$ cat config.mk
export PLATFORM = sky130hd
export DESIGN_NAME = audio_gain_mixer_flat
export DESIGN_NICKNAME = d
export VERILOG_FILES = /design/src/rtl/audio_gain_mixer_pkg.sv /design/src/rtl/audio_gain_mixer_if.sv /design/src/rtl/audio_gain_mixer_key_debounce.sv /design/src/rtl/audio_gain_mixer.sv /design/src/flat_wrapper.sv
export SDC_FILE = /design/constraint.sdc
export NUM_CORES = 1
export LEC_CHECK = 0
export BUFFER_PORTS_ARGS = -buffer_cell sky130_fd_sc_hd__buf_4
export CORE_ASPECT_RATIO = 1.1
export CORE_MARGIN = 10
export CORE_UTILIZATION = 61
export CTS_BUF_LIST = sky130_fd_sc_hd__clkbuf_2
export DETAILED_ROUTE_END_ITERATION = 6
export GPL_TIMING_DRIVEN = 0
export PLACE_DENSITY = 0.89
export SYNTH_ARGS = -nofsm -noshare
export SYNTH_HDL_FRONTEND = slang
export SYNTH_SLANG_ARGS = --single-unit
$ cat constraint.sdc
create_clock -name clk_clk -period 10.1 [get_ports clk_clk]
set_input_delay 2.02 -clock clk_clk [delete_from_list [all_inputs] [get_ports clk_clk]]
set_output_delay 2.02 -clock clk_clk [all_outputs]
set_load 0.005 [all_outputs]
$ cat src/rtl/audio_gain_mixer_pkg.sv
// rtl/audio_gain_mixer_pkg.sv - shared types, key indices and helpers for the audio gain mixer
package mixer_pkg;

  typedef enum logic [1:0] {
    ST_IDLE  = 2'd0,
    ST_ACCUM = 2'd1,
    ST_SAT   = 2'd2,
    ST_OUT   = 2'd3
  } state_t;

  localparam int KEY_UP = 0;
  localparam int KEY_DN = 1;
  localparam int KEY_CH = 2;

  function automatic int clog2(input int value);
    int r;
    r = 0;
    while ((1 << r) < value) r++;
    return r;
  endfunction

  // Active-low segments, bit0 = seg a.
  function automatic logic [6:0] seg7(input logic [3:0] nib);
    logic [6:0] on;
    case (nib)
      4'h0: on = 7'h3F;
      4'h1: on = 7'h06;
      4'h2: on = 7'h5B;
      4'h3: on = 7'h4F;
      4'h4: on = 7'h66;
      4'h5: on = 7'h6D;
      4'h6: on = 7'h7D;
      4'h7: on = 7'h07;
      4'h8: on = 7'h7F;
      4'h9: on = 7'h6F;
      4'hA: on = 7'h77;
      4'hB: on = 7'h7C;
      4'hC: on = 7'h39;
      4'hD: on = 7'h5E;
      4'hE: on = 7'h79;
      default: on = 7'h71;
    endcase
    return ~on;
  endfunction

endpackage

$ cat src/rtl/audio_gain_mixer_if.sv
// rtl/audio_gain_mixer_if.sv - frame-in / sample-out stream interface of the mixer core
interface audio_gain_mixer_if #(
  parameter int NUM_CH   = 4,
  parameter int SAMPLE_W = 24
);
  logic [NUM_CH*SAMPLE_W-1:0] in_data;
  logic                       in_valid;
  logic                       in_ready;
  logic [SAMPLE_W-1:0]        out_data;
  logic                       out_valid;
  logic                       out_ready;

  modport master (output in_data, in_valid, out_ready, input in_ready, out_data, out_valid);
  modport slave  (input in_data, in_valid, out_ready, output in_ready, out_data, out_valid);
endinterface

$ cat src/rtl/audio_gain_mixer_key_debounce.sv
// rtl/audio_gain_mixer_key_debounce.sv - active-low key synchroniser, debouncer and press pulse
module key_debounce
  import mixer_pkg::*;
#(
  parameter int DEBOUNCE_CYCLES = 50000
) (
  input  logic clk,
  input  logic rst_n,
  input  logic i_key_n,
  output logic o_press
);
  localparam int CNT_W = clog2(DEBOUNCE_CYCLES + 1);
  localparam logic [CNT_W-1:0] CNT_LAST = CNT_W'(DEBOUNCE_CYCLES - 1);

  logic             r_sync1, r_sync2, r_stable, r_press;
  logic [CNT_W-1:0] r_cnt;

  // A new level must differ from the accepted one for DEBOUNCE_CYCLES consecutive cycles.
  always_ff @(posedge clk or negedge rst_n) begin
    if (!rst_n) begin
      r_sync1  <= 1'b1;
      r_sync2  <= 1'b1;
      r_stable <= 1'b1;
      r_cnt    <= '0;
      r_press  <= 1'b0;
    end else begin
      r_sync1 <= i_key_n;
      r_sync2 <= r_sync1;
      r_press <= 1'b0;
      if (r_sync2 == r_stable) begin
        r_cnt <= '0;
      end else if (r_cnt == CNT_LAST) begin
        r_stable <= r_sync2;
        r_cnt    <= '0;
        r_press  <= ~r_sync2;
      end else begin
        r_cnt <= r_cnt + 1'b1;
      end
    end
  end

  assign o_press = r_press;
endmodule

$ cat src/rtl/audio_gain_mixer.sv
// rtl/audio_gain_mixer.sv - N-channel gain mixer: key-set gains, serial MAC, saturated mono output
module audio_gain_mixer
  import mixer_pkg::*;
#(
  parameter int NUM_CH          = 4,
  parameter int SAMPLE_W        = 24,
  parameter int GAIN_W          = 4,
  parameter int GAIN_SHIFT      = 3,
  parameter int GAIN_RESET      = 8,
  parameter int DEBOUNCE_CYCLES = 50000
) (
  input  logic                    clk_clk,
  input  logic                    reset_reset_n,
  audio_gain_mixer_if.slave       bus,
  input  logic [2:0]              gain_key_new_signal,
  output logic [6:0]              gain_hex_new_signal,
  output logic [6:0]              chan_hex
);
  localparam int IDX_W = clog2(NUM_CH);
  localparam int ACC_W = SAMPLE_W + GAIN_W + IDX_W + 1;
  localparam logic signed [ACC_W-1:0] SAT_MAX = {{(ACC_W-SAMPLE_W+1){1'b0}}, {(SAMPLE_W-1){1'b1}}};
  localparam logic signed [ACC_W-1:0] SAT_MIN = {{(ACC_W-SAMPLE_W+1){1'b1}}, {(SAMPLE_W-1){1'b0}}};

  logic [2:0]                 w_press;
  logic [GAIN_W-1:0]          r_gain [NUM_CH];
  logic [GAIN_W-1:0]          r_snap [NUM_CH];
  logic [IDX_W-1:0]           r_sel, r_idx;
  logic [6:0]                 r_gain_hex, r_chan_hex;
  logic [NUM_CH*SAMPLE_W-1:0] r_frame;
  logic signed [ACC_W-1:0]    r_acc;
  logic [SAMPLE_W-1:0]        r_out_data;
  state_t                     r_state, w_next;
  logic                       w_in_ready, w_out_valid;
  logic [GAIN_W-1:0]          w_gain_sel, w_gain_cur;
  logic [SAMPLE_W-1:0]        w_sample, w_sat;
  logic signed [ACC_W-1:0]    w_sample_x, w_gain_x, w_prod, w_shift;

  for (genvar k = 0; k < 3; k++) begin : g_key
    key_debounce #(.DEBOUNCE_CYCLES(DEBOUNCE_CYCLES)) u_key (
      .clk     (clk_clk),
      .rst_n   (reset_reset_n),
      .i_key_n (gain_key_new_signal[k]),
      .o_press (w_press[k])
    );
  end

  assign w_gain_sel = r_gain[r_sel];

  // Gain events always target the channel selected before any same-cycle channel step.
  always_ff @(posedge clk_clk or negedge reset_reset_n) begin
    if (!reset_reset_n) begin
      for (int k = 0; k < NUM_CH; k++) r_gain[k] <= GAIN_W'(GAIN_RESET);
      r_sel      <= '0;
      r_gain_hex <= seg7(4'(GAIN_RESET));
      r_chan_hex <= seg7(4'd0);
    end else begin
      if (w_press[KEY_UP] && !w_press[KEY_DN] && w_gain_sel != '1)
        r_gain[r_sel] <= w_gain_sel + 1'b1;
      else if (w_press[KEY_DN] && !w_press[KEY_UP] && w_gain_sel != '0)
        r_gain[r_sel] <= w_gain_sel - 1'b1;
      if (w_press[KEY_CH])
        r_sel <= (r_sel == IDX_W'(NUM_CH - 1)) ? '0 : r_sel + 1'b1;
      r_gain_hex <= seg7(4'(w_gain_sel));
      r_chan_hex <= seg7(4'(r_sel));
    end
  end

  assign w_sample   = r_frame[r_idx*SAMPLE_W +: SAMPLE_W];
  assign w_gain_cur = r_snap[r_idx];
  assign w_sample_x = {{(ACC_W-SAMPLE_W){w_sample[SAMPLE_W-1]}}, w_sample};
  assign w_gain_x   = {{(ACC_W-GAIN_W){1'b0}}, w_gain_cur};
  assign w_prod     = w_sample_x * w_gain_x;
  assign w_shift    = r_acc >>> GAIN_SHIFT;

  always_comb begin
    w_sat = w_shift[SAMPLE_W-1:0];
    if (w_shift > SAT_MAX)      w_sat = SAT_MAX[SAMPLE_W-1:0];
    else if (w_shift < SAT_MIN) w_sat = SAT_MIN[SAMPLE_W-1:0];
  end

  always_ff @(posedge clk_clk or negedge reset_reset_n) begin
    if (!reset_reset_n) r_state <= ST_IDLE;
    else                r_state <= w_next;
  end

  always_comb begin
    w_next      = r_state;
    w_in_ready  = 1'b0;
    w_out_valid = 1'b0;
    case (r_state)
      ST_IDLE: begin
        w_in_ready = 1'b1;
        if (bus.in_valid) w_next = ST_ACCUM;
      end
      ST_ACCUM: if (r_idx == IDX_W'(NUM_CH - 1)) w_next = ST_SAT;
      ST_SAT:   w_next = ST_OUT;
      ST_OUT: begin
        w_out_valid = 1'b1;
        if (bus.out_ready) w_next = ST_IDLE;
      end
      default:  w_next = ST_IDLE;
    endcase
  end

  // Gains are snapshotted at accept so key activity never disturbs a frame in flight.
  always_ff @(posedge clk_clk or negedge reset_reset_n) begin
    if (!reset_reset_n) begin
      r_frame    <= '0;
      for (int k = 0; k < NUM_CH; k++) r_snap[k] <= GAIN_W'(GAIN_RESET);
      r_acc      <= '0;
      r_idx      <= '0;
      r_out_data <= '0;
    end else begin
      case (r_state)
        ST_IDLE: if (bus.in_valid) begin
          r_frame <= bus.in_data;
          r_snap  <= r_gain;
          r_acc   <= '0;
          r_idx   <= '0;
        end
        ST_ACCUM: begin
          r_acc <= r_acc + w_prod;
          r_idx <= r_idx + 1'b1;
        end
        ST_SAT:  r_out_data <= w_sat;
        default: ;
      endcase
    end
  end

  assign bus.in_ready        = w_in_ready;
  assign bus.out_valid       = w_out_valid;
  assign bus.out_data        = r_out_data;
  assign gain_hex_new_signal = r_gain_hex;
  assign chan_hex            = r_chan_hex;
endmodule

$ cat src/flat_wrapper.sv
// flat-port wrapper written by rule: the top's interface ports become plain ports
module audio_gain_mixer_flat import mixer_pkg::*;
#(
  parameter int NUM_CH          = 4,
  parameter int SAMPLE_W        = 24,
  parameter int GAIN_W          = 4,
  parameter int GAIN_SHIFT      = 3,
  parameter int GAIN_RESET      = 8,
  parameter int DEBOUNCE_CYCLES = 50000
)
  (clk_clk, reset_reset_n, gain_key_new_signal, gain_hex_new_signal, chan_hex, bus_in_data, bus_in_valid, bus_out_ready, bus_in_ready, bus_out_data, bus_out_valid);
  audio_gain_mixer_if #(.NUM_CH(NUM_CH), .SAMPLE_W(SAMPLE_W)) bus_i ();
  input  logic clk_clk;
  input  logic reset_reset_n;
  input  logic [2:0] gain_key_new_signal;
  output logic [6:0] gain_hex_new_signal;
  output logic [6:0] chan_hex;
  input wire logic [$bits(bus_i.in_data)-1:0] bus_in_data;
  input wire logic [$bits(bus_i.in_valid)-1:0] bus_in_valid;
  input wire logic [$bits(bus_i.out_ready)-1:0] bus_out_ready;
  output wire logic [$bits(bus_i.in_ready)-1:0] bus_in_ready;
  output wire logic [$bits(bus_i.out_data)-1:0] bus_out_data;
  output wire logic [$bits(bus_i.out_valid)-1:0] bus_out_valid;
  assign bus_i.in_data = bus_in_data;
  assign bus_i.in_valid = bus_in_valid;
  assign bus_i.out_ready = bus_out_ready;
  assign bus_in_ready = bus_i.in_ready;
  assign bus_out_data = bus_i.out_data;
  assign bus_out_valid = bus_i.out_valid;
  audio_gain_mixer #(.NUM_CH(NUM_CH), .SAMPLE_W(SAMPLE_W), .GAIN_W(GAIN_W), .GAIN_SHIFT(GAIN_SHIFT), .GAIN_RESET(GAIN_RESET), .DEBOUNCE_CYCLES(DEBOUNCE_CYCLES)) u_core (.clk_clk(clk_clk), .reset_reset_n(reset_reset_n), .bus(bus_i), .gain_key_new_signal(gain_key_new_signal), .gain_hex_new_signal(gain_hex_new_signal), .chan_hex(chan_hex));
endmodule
=== After elaboration in Yosys (flattened, before gate mapping) ===
Memory sizes are Yosys's and may differ from the RTL's.
Cells that the tools add are included.

* Add/sub/neg operators: 8
* $mul: 2
* Div/mod/pow operators: 0
* Order comparisons: 5
* Eq/ne operators: 17
* Shift-type cells: 1
* Multiplexer cells: 38
* Bitwise gates (word level): 10
* Reductions and logical operators: 18

{| class="wikitable"
|+ Operator list
! cell !! count
|-
| 2-to-1 mux 16 bit || 8
|-
| variable part select 96 x 8 -> 24 bit || 1
|-
| case mux 31 bit (2 select lines) || 1
|-
| adder 16 x 1 -> 16 bit (second input constant) || 3
|-
| == test 16 bit (second input constant) || 3
|-
| 2-to-1 mux 24 bit || 2
|-
| bitwise mux 16 bit || 2
|-
| adder 31 x 29 -> 31 bit || 1
|-
| 2-to-1 mux 31 bit || 1
|-
| multiplier 24 x 5 -> 29 bit || 1
|-
| > comparator 28 x 24 -> 1 bit (second input constant) || 1
|-
| less-than comparator 28 x 24 -> 1 bit (second input constant) || 1
|-
| case mux 7 bit (4 select lines) || 1
|-
| 2-to-1 mux 4 bit || 5
|-
| binary-select mux 4 bit (select 2 bit) || 2
|-
| inverter 7 bit || 2
|-
| == test 2 bit (second input constant) || 5
|-
| 2-to-1 mux 2 bit || 5
|-
| AND reduction 2 bit || 5
|-
| demux 4 bit (select 2 bit) || 1
|-
| 2-to-1 mux 1 bit || 8
|-
| case mux 2 bit (4 select lines) || 1
|-
| greater-or-equal comparator 3 bit (second input constant) || 2
|-
| inverter 1 bit || 6
|-
| 18 further kinds || 31
|}

* Register bits: 263
* Bits in latches: 0
* Memory bits (writable): 0
* ROM bits: 112
* Bits of input ports: 103
* Output and inout bits: 40
* Logic and storage cells: 131
* Memories kept: 1

{| class="wikitable"
|+ Memory list
! name !! words !! width !! read ports !! clocked after Yosys merged registers in !! wr ports !! RTL line !! source
|-
| (name not given) || 16 || 7 || 1 || 0 || 0 || audio_gain_mixer_pkg.sv:25 || <nowiki>case (nib)</nowiki>
|}

=== Depth between registers and ports, before layout ===
* Depth in word-level cells: 8
* Depth in mapped cells: 19
* Mapped depth without buffers: 17

=== Cells and area by module ===
From an unflattened synthesis, not the netlist that was laid out.

* Cells, all modules: 1501
* Area, all modules: 16651.0 µm²

{| class="wikitable"
|+ By module, submodules not included
! module !! times used !! cells an instance !! area an instance (µm²) !! seq. area each (µm²)
|-
| audio_gain_mixer || 1 || 1222 || 13460.4 || 5041.1
|-
| key_debounce || 3 || 93 || 1063.5 || 504.2
|}

=== Worst setup path after synthesis ===
OpenSTA, ideal clock, no wires.

* Path kind: register to register
* From: register u_core.r_idx[0]
* To: register u_core.r_acc[30]
* Setup time: 131 ps
* Arrival: 5110 ps
* Data required time: 9969 ps
* Setup slack: 4858 ps
* Cell stages (with the launch flop): 17
* Buffers on the path: 2
* Clock period less this slack: 5242 ps
* Path through: dfrtp_1 > buf_2 > buf_2 > mux4_2 > and2_1 > fa_1 > fa_1 > inv_1 > fa_1 > inv_1 > ha_1 > a21o_1 > a221o_1 > a221oi_2 > o41a_4 > nor4b_1 > or3_1

* Longest elaborated chain between the ends: 7
* Elaborated cells on any way between the ends: 9
* Classes of those cells: 1 x add/sub; 2 x mul; 1 x shift; 4 x mux; 1 x bitwise

{| class="wikitable"
|+ RTL lines
! what !! RTL line !! source
|-
| start: declaration || audio_gain_mixer.sv:27 || <nowiki>logic [IDX_W-1:0] r_sel, r_idx;</nowiki>
|-
| start signal: assignment || audio_gain_mixer.sv:123 || <nowiki>r_idx <= r_idx + 1'b1;</nowiki>
|-
| branches (longest 4 deep; another with multiplier 2 x 2 -> 4 bit) || n/a ||
|-
| multiplier 24 x 5 -> 29 bit * || audio_gain_mixer.sv:72 || <nowiki>assign w_prod = w_sample_x * w_gain_x;</nowiki>
|-
| adder 31 x 29 -> 31 bit * || audio_gain_mixer.sv:122 || <nowiki>r_acc <= r_acc + w_prod;</nowiki>
|-
| case mux 31 bit (2 select lines) * || audio_gain_mixer.sv:114 || <nowiki>case (r_state)</nowiki>
|-
| end signal: assignment || audio_gain_mixer.sv:122 ||
|-
| end: declaration || audio_gain_mixer.sv:30 || <nowiki>logic signed [ACC_W-1:0] r_acc;</nowiki>
|}

Mark *: on every way between the ends. The select of a mux whose other input is x is not followed.
A chain may end at the register's enable or synchronous reset.

=== Final worst setup path ===
* From: register u_core.r_idx[1]
* To: register u_core.r_acc[28]

Same word-level chain as after synthesis.

==> summary.md <==
| Metric | Value |
|---|---|
| Number of instances resized during post-cts repair | `0` |
| First-iteration detailed-routing DRC count | `774` |
| Portion of synthesized cell area occupied by the leading cell type | `0.3767` |
| Fraction of synthesis flops using an asynchronous set or reset pin | `1.000` |
| Logic depth of the worst setup path including buffers | `17` |
| Clock transition at the register clock pins on the worst setup and hold paths after CTS | `90 ps` |
| Reg area | `roughly 6600 um^2` |
| Total Negative Setup Slacks | `0 ps` |
| Estimated wirelength of the detail-placed design | `31.02 mm` |
| Required time at the worst-slack endpoint | `10820 ps` |
| Leakage power | `9.012 nW` |
| Worst-case clock buffer depth | `3` |
| Die area | `33380 um^2` |
| Setup repair after global routing missed its margin | `false` |
| Top cell type by total area after synthesis | `sky130_fd_sc_hd__dfrtp_1` |
| Clock tree from TritonCTS | `yes` |
| Highest cell delay on the worst timing path | `710 ps` |
| Gate family responsible for the most delay along the worst path | `adder cells` |
| Detailed-router iteration count before antenna repair | `5` |
| Worst path setup slack after routing | `3963 ps` |
| Flop and latch count out of synthesis | `261` |
| Library cell with the highest instance count after synthesis | `sky130_fd_sc_hd__dfrtp_1` |
| Top cells by area, synth | `sky130_fd_sc_hd__dfrtp_1 38%, sky130_fd_sc_hd__fa_1 9.9%, sky130_fd_sc_hd__mux2_2 8.4%` |
| Final worst-path cycle share | `0.6076` |
| Total nets after synthesis | `1739` |
| Number of standard cells in the layout, taps in and fillers out | `between 2000 and 2500` |
| Routed len/inst | `19.51 um` |
| Later-pin clock latency in the skew report | `910 ps` |
| Worst supply voltage drop on vdd | `approximately 0.1 mV` |
| Portion of the post-synthesis area used by sequential elements | `0.4060` |
| Y dimension of the die | `190.6 um` |
| Setup Crit Path Kind | `register to register` |
| Fill cells | `between 1500 and 2000` |
| Critical path arrival | `6860 ps` |
| Total of warnings raised by yosys | `0` |
| Number of cell rows | `62` |
| Average footprint of a synthesized cell | `10.94 um^2` |
| Final hold vios | `0` |
| Ys flop type | `sky130_fd_sc_hd__dfrtp_1` |
| Final setup skew | `90.50 ps` |
| R2r worst-path depth | `17` |
| Global placement routability congestion | `0.9145` |
| Crit path top cell by count | `sky130_fd_sc_hd__fa_1` |
| Post-layout net count | `slightly below 2000` |
| Inserted Clock Buffers | `between 60 and 70` |
| Post-CTS Setup Repair Bufs | `0` |
| CTS HTree Levels | `3` |
| Max-capacitance violation count | `0` |
| Vias | `11970` |
| Share of layout cells above drive strength 1 | `0.2661` |
| Chip Width | `175.1 um` |
| Number of I/O port buffers | `141` |
| Synthesized instance count | `1476` |
| Transition time at the pin with the least slew margin | `947.3 ps` |
| Starting utilization of the core area | `0.6194` |
| Number of enable flip-flop cells after synthesis | `0` |
| Placed instance count | `1971` |
| Antenna violations before repair | `1` |
| Routed Antenna Nets | `0` |
| Core area | `between 20000 and 30000 um^2` |
| Count of final max-slew check failures | `0` |
| Pre-CTS worst setup slack | `4072 ps` |
| Number of placed I/O pins | `approximately 140` |
| Critical Path, Cell by Cell | `clkbuf_1 -> buf_1 -> mux4_2 -> and2_1 -> fa_1 -> fa_1 -> inv_1 -> fa_1 -> inv_1 -> ha_1 -> a211oi_2 -> nor2_1 -> a21oi_1 -> a211oi_2 -> o211a_1 -> or3_1 -> a32o_1` |
| Area of the multi-input gates | `8642 um^2` |
| Via count of the first global-routing pass | `13070` |
| Ratio of total power to cell area | `164.9 nW/um^2` |
| Status | `finished, final reports clean` |
| Peak clock frequency supported by timing | `162.9 MHz` |
| Overall fraction of global-route tracks in use | `0.2468` |
| Final setup violation count | `0` |
| Cts-stage hold buffer count | `0` |
| Headroom to the max-slew limit | `0.3504` |
| Startpoint Class | `register` |
| Worst Hold Class | `register to register` |
| Number of design rule violations left after detail routing | `0` |
| First-pass GRT wire length | `65.93 mm` |
| Total routed wirelength | `approximately 41 mm` |
| Cell area after synthesis | `roughly 16000 um^2` |
| Cell with the largest stage delay on the worst path | `sky130_fd_sc_hd__buf_1` |
| Worst path buffer plus inverter count | `4` |
| Area added between synthesis and finish | `13.63%` |
| Highest fanout seen on the critical path | `10` |
| Unique cell type count in the Yosys netlist | `72` |
| Clock Sink Count | `261` |
| Number of cells traversed by the worst hold path | `0` |
| Overflow left after global routing | `0` |
| Largest net degree at the start of global routing | `109` |
| Top cell types by occurrence after synthesis | `243 x sky130_fd_sc_hd__dfrtp_1, 186 x sky130_fd_sc_hd__inv_1, 121 x sky130_fd_sc_hd__mux2_2` |
| Post-detailed-route via-to-cell ratio | `5.720` |
| Post-route minimum period | `6137 ps` |
| Nature of the critical path endpoint | `register` |
| CTS root buffer | `sky130_fd_sc_hd__clkbuf_2` |
| Hold_ws | `359.3 ps` |
## path summary, 6_finish.rpt
path,slack [ps],from,endpoint
min in group asynchronous,1060,reset_reset_n,u_core.bus.out_data[6]
worst min-delay path,360,u_core.g_key[1].u_key.r_sync1,u_core.g_key[1].u_key.r_sync2
max in group asynchronous,7640,reset_reset_n,u_core.g_key[2].u_key.r_sync2
worst min register to register,360,u_core.g_key[1].u_key.r_sync1,u_core.g_key[1].u_key.r_sync2
worst max register to register,3960,u_core.r_idx[1],u_core.r_acc[28]
worst max-delay path,3960,u_core.r_idx[1],u_core.r_acc[28]
## through the flow
stage / cell area, um^2 / util / total power, W
final: 18350 / 0.7038 / 0.003026
after global routing: 18350 / 0.7038 / 0.003172
after CTS: 18340 / 0.7037 / 0.003024
after detailed placement: 17710 / 0.6793 / 0.002262
after global placement: 17640 / 0.6769 / 0.002199
after floorplan: 16140 / - / 0.001938
## power by group
part / switching, W / internal [W]
combinational: 0.000469 / 0.000417
clock: 0.000457 / 0.000307
sequential: 0.000120 / 0.00126
## layer usage
| metal | GRT usage | vias to the layer above | routed length [um] |
|---|---|---|---|
| met3 | 0.04912 | 122 | 2331 |
| met4 | 0.1361 | 0 | 1878 |
| li1 | - | 5430 | - |
| met2 | 0.4293 | 410 | 21210 |
| met1 | 0.2811 | 6009 | 15410 |
| met5 | 0 | - | 0 |
## kinds of logic after synthesis
kind of cell	share of synthesized area
and+or+nand+nor	0.1249
DFF	0.4060
buffers and inverters	0.05875
AOI/OAI and AO/OA	0.07417
muxes	0.1379
adders and majority gates	0.1612
xor gates and xnor gates	0.03689
other	0.0002323
## registers in the layout (all words and copies together) (netlist names), named ones only
signal                       count
u_core.g_key.u_key.o_press       3
u_core.r_state                   2
u_core.g_key.u_key.r_sync2       3
u_core.r_frame                  96
u_core.g_key.u_key.r_stable      3
u_core.r_snap                   16
u_core.r_idx                     2
u_core.r_acc                    31
u_core.r_gain                   12
u_core.r_sel                     2
u_core.chan_hex                  5
u_core.g_key.u_key.r_cnt        48
u_core.g_key.u_key.r_sync1       3
u_core.gain_hex_new_signal       7
u_core.bus.out_data             24
## cell usage in the layout (no fill, tap or decap), drive strengths merged, types with 4 or more instances in the layout
master / synthesis / final
dfrtp: 243 / 243
inv: 186 / 188
buf: 16 / 159
clkbuf: 42 / 149
mux2: 129 / 129
nor2: 110 / 110
nand2: 98 / 98
and2: 97 / 97
fa: 80 / 80
ha: 80 / 80
o21ai: 46 / 46
xor2: 36 / 36
a21oi: 35 / 35
mux4: 33 / 33
xnor2: 32 / 32
o22ai: 25 / 25
and3: 19 / 19
dfstp: 18 / 18
nand3: 18 / 18
nand4: 16 / 16
nor3: 13 / 13
a21o: 9 / 9
o211ai: 9 / 9
clkinv: 0 / 9
or3: 7 / 7
nand2b: 7 / 7
a32o: 6 / 6
o31ai: 6 / 6
a22o: 5 / 5
nor4b: 4 / 4
nor4: 4 / 4
o21a: 4 / 4
a211oi: 4 / 4
a221oi: 4 / 4
## area by class of cell
class                      instances  share of cell area
antenna                            1           0.0001364
buffer                            58             0.01364
clock buffer                     107             0.02919
clock inverter                    14            0.005524
inverter                         186             0.03806
multi-input combinational        971              0.4711
sequential                       261              0.3573
tap                              352             0.02401
timing repair buffer             143             0.06111
(Power assumes the default switching activity.)
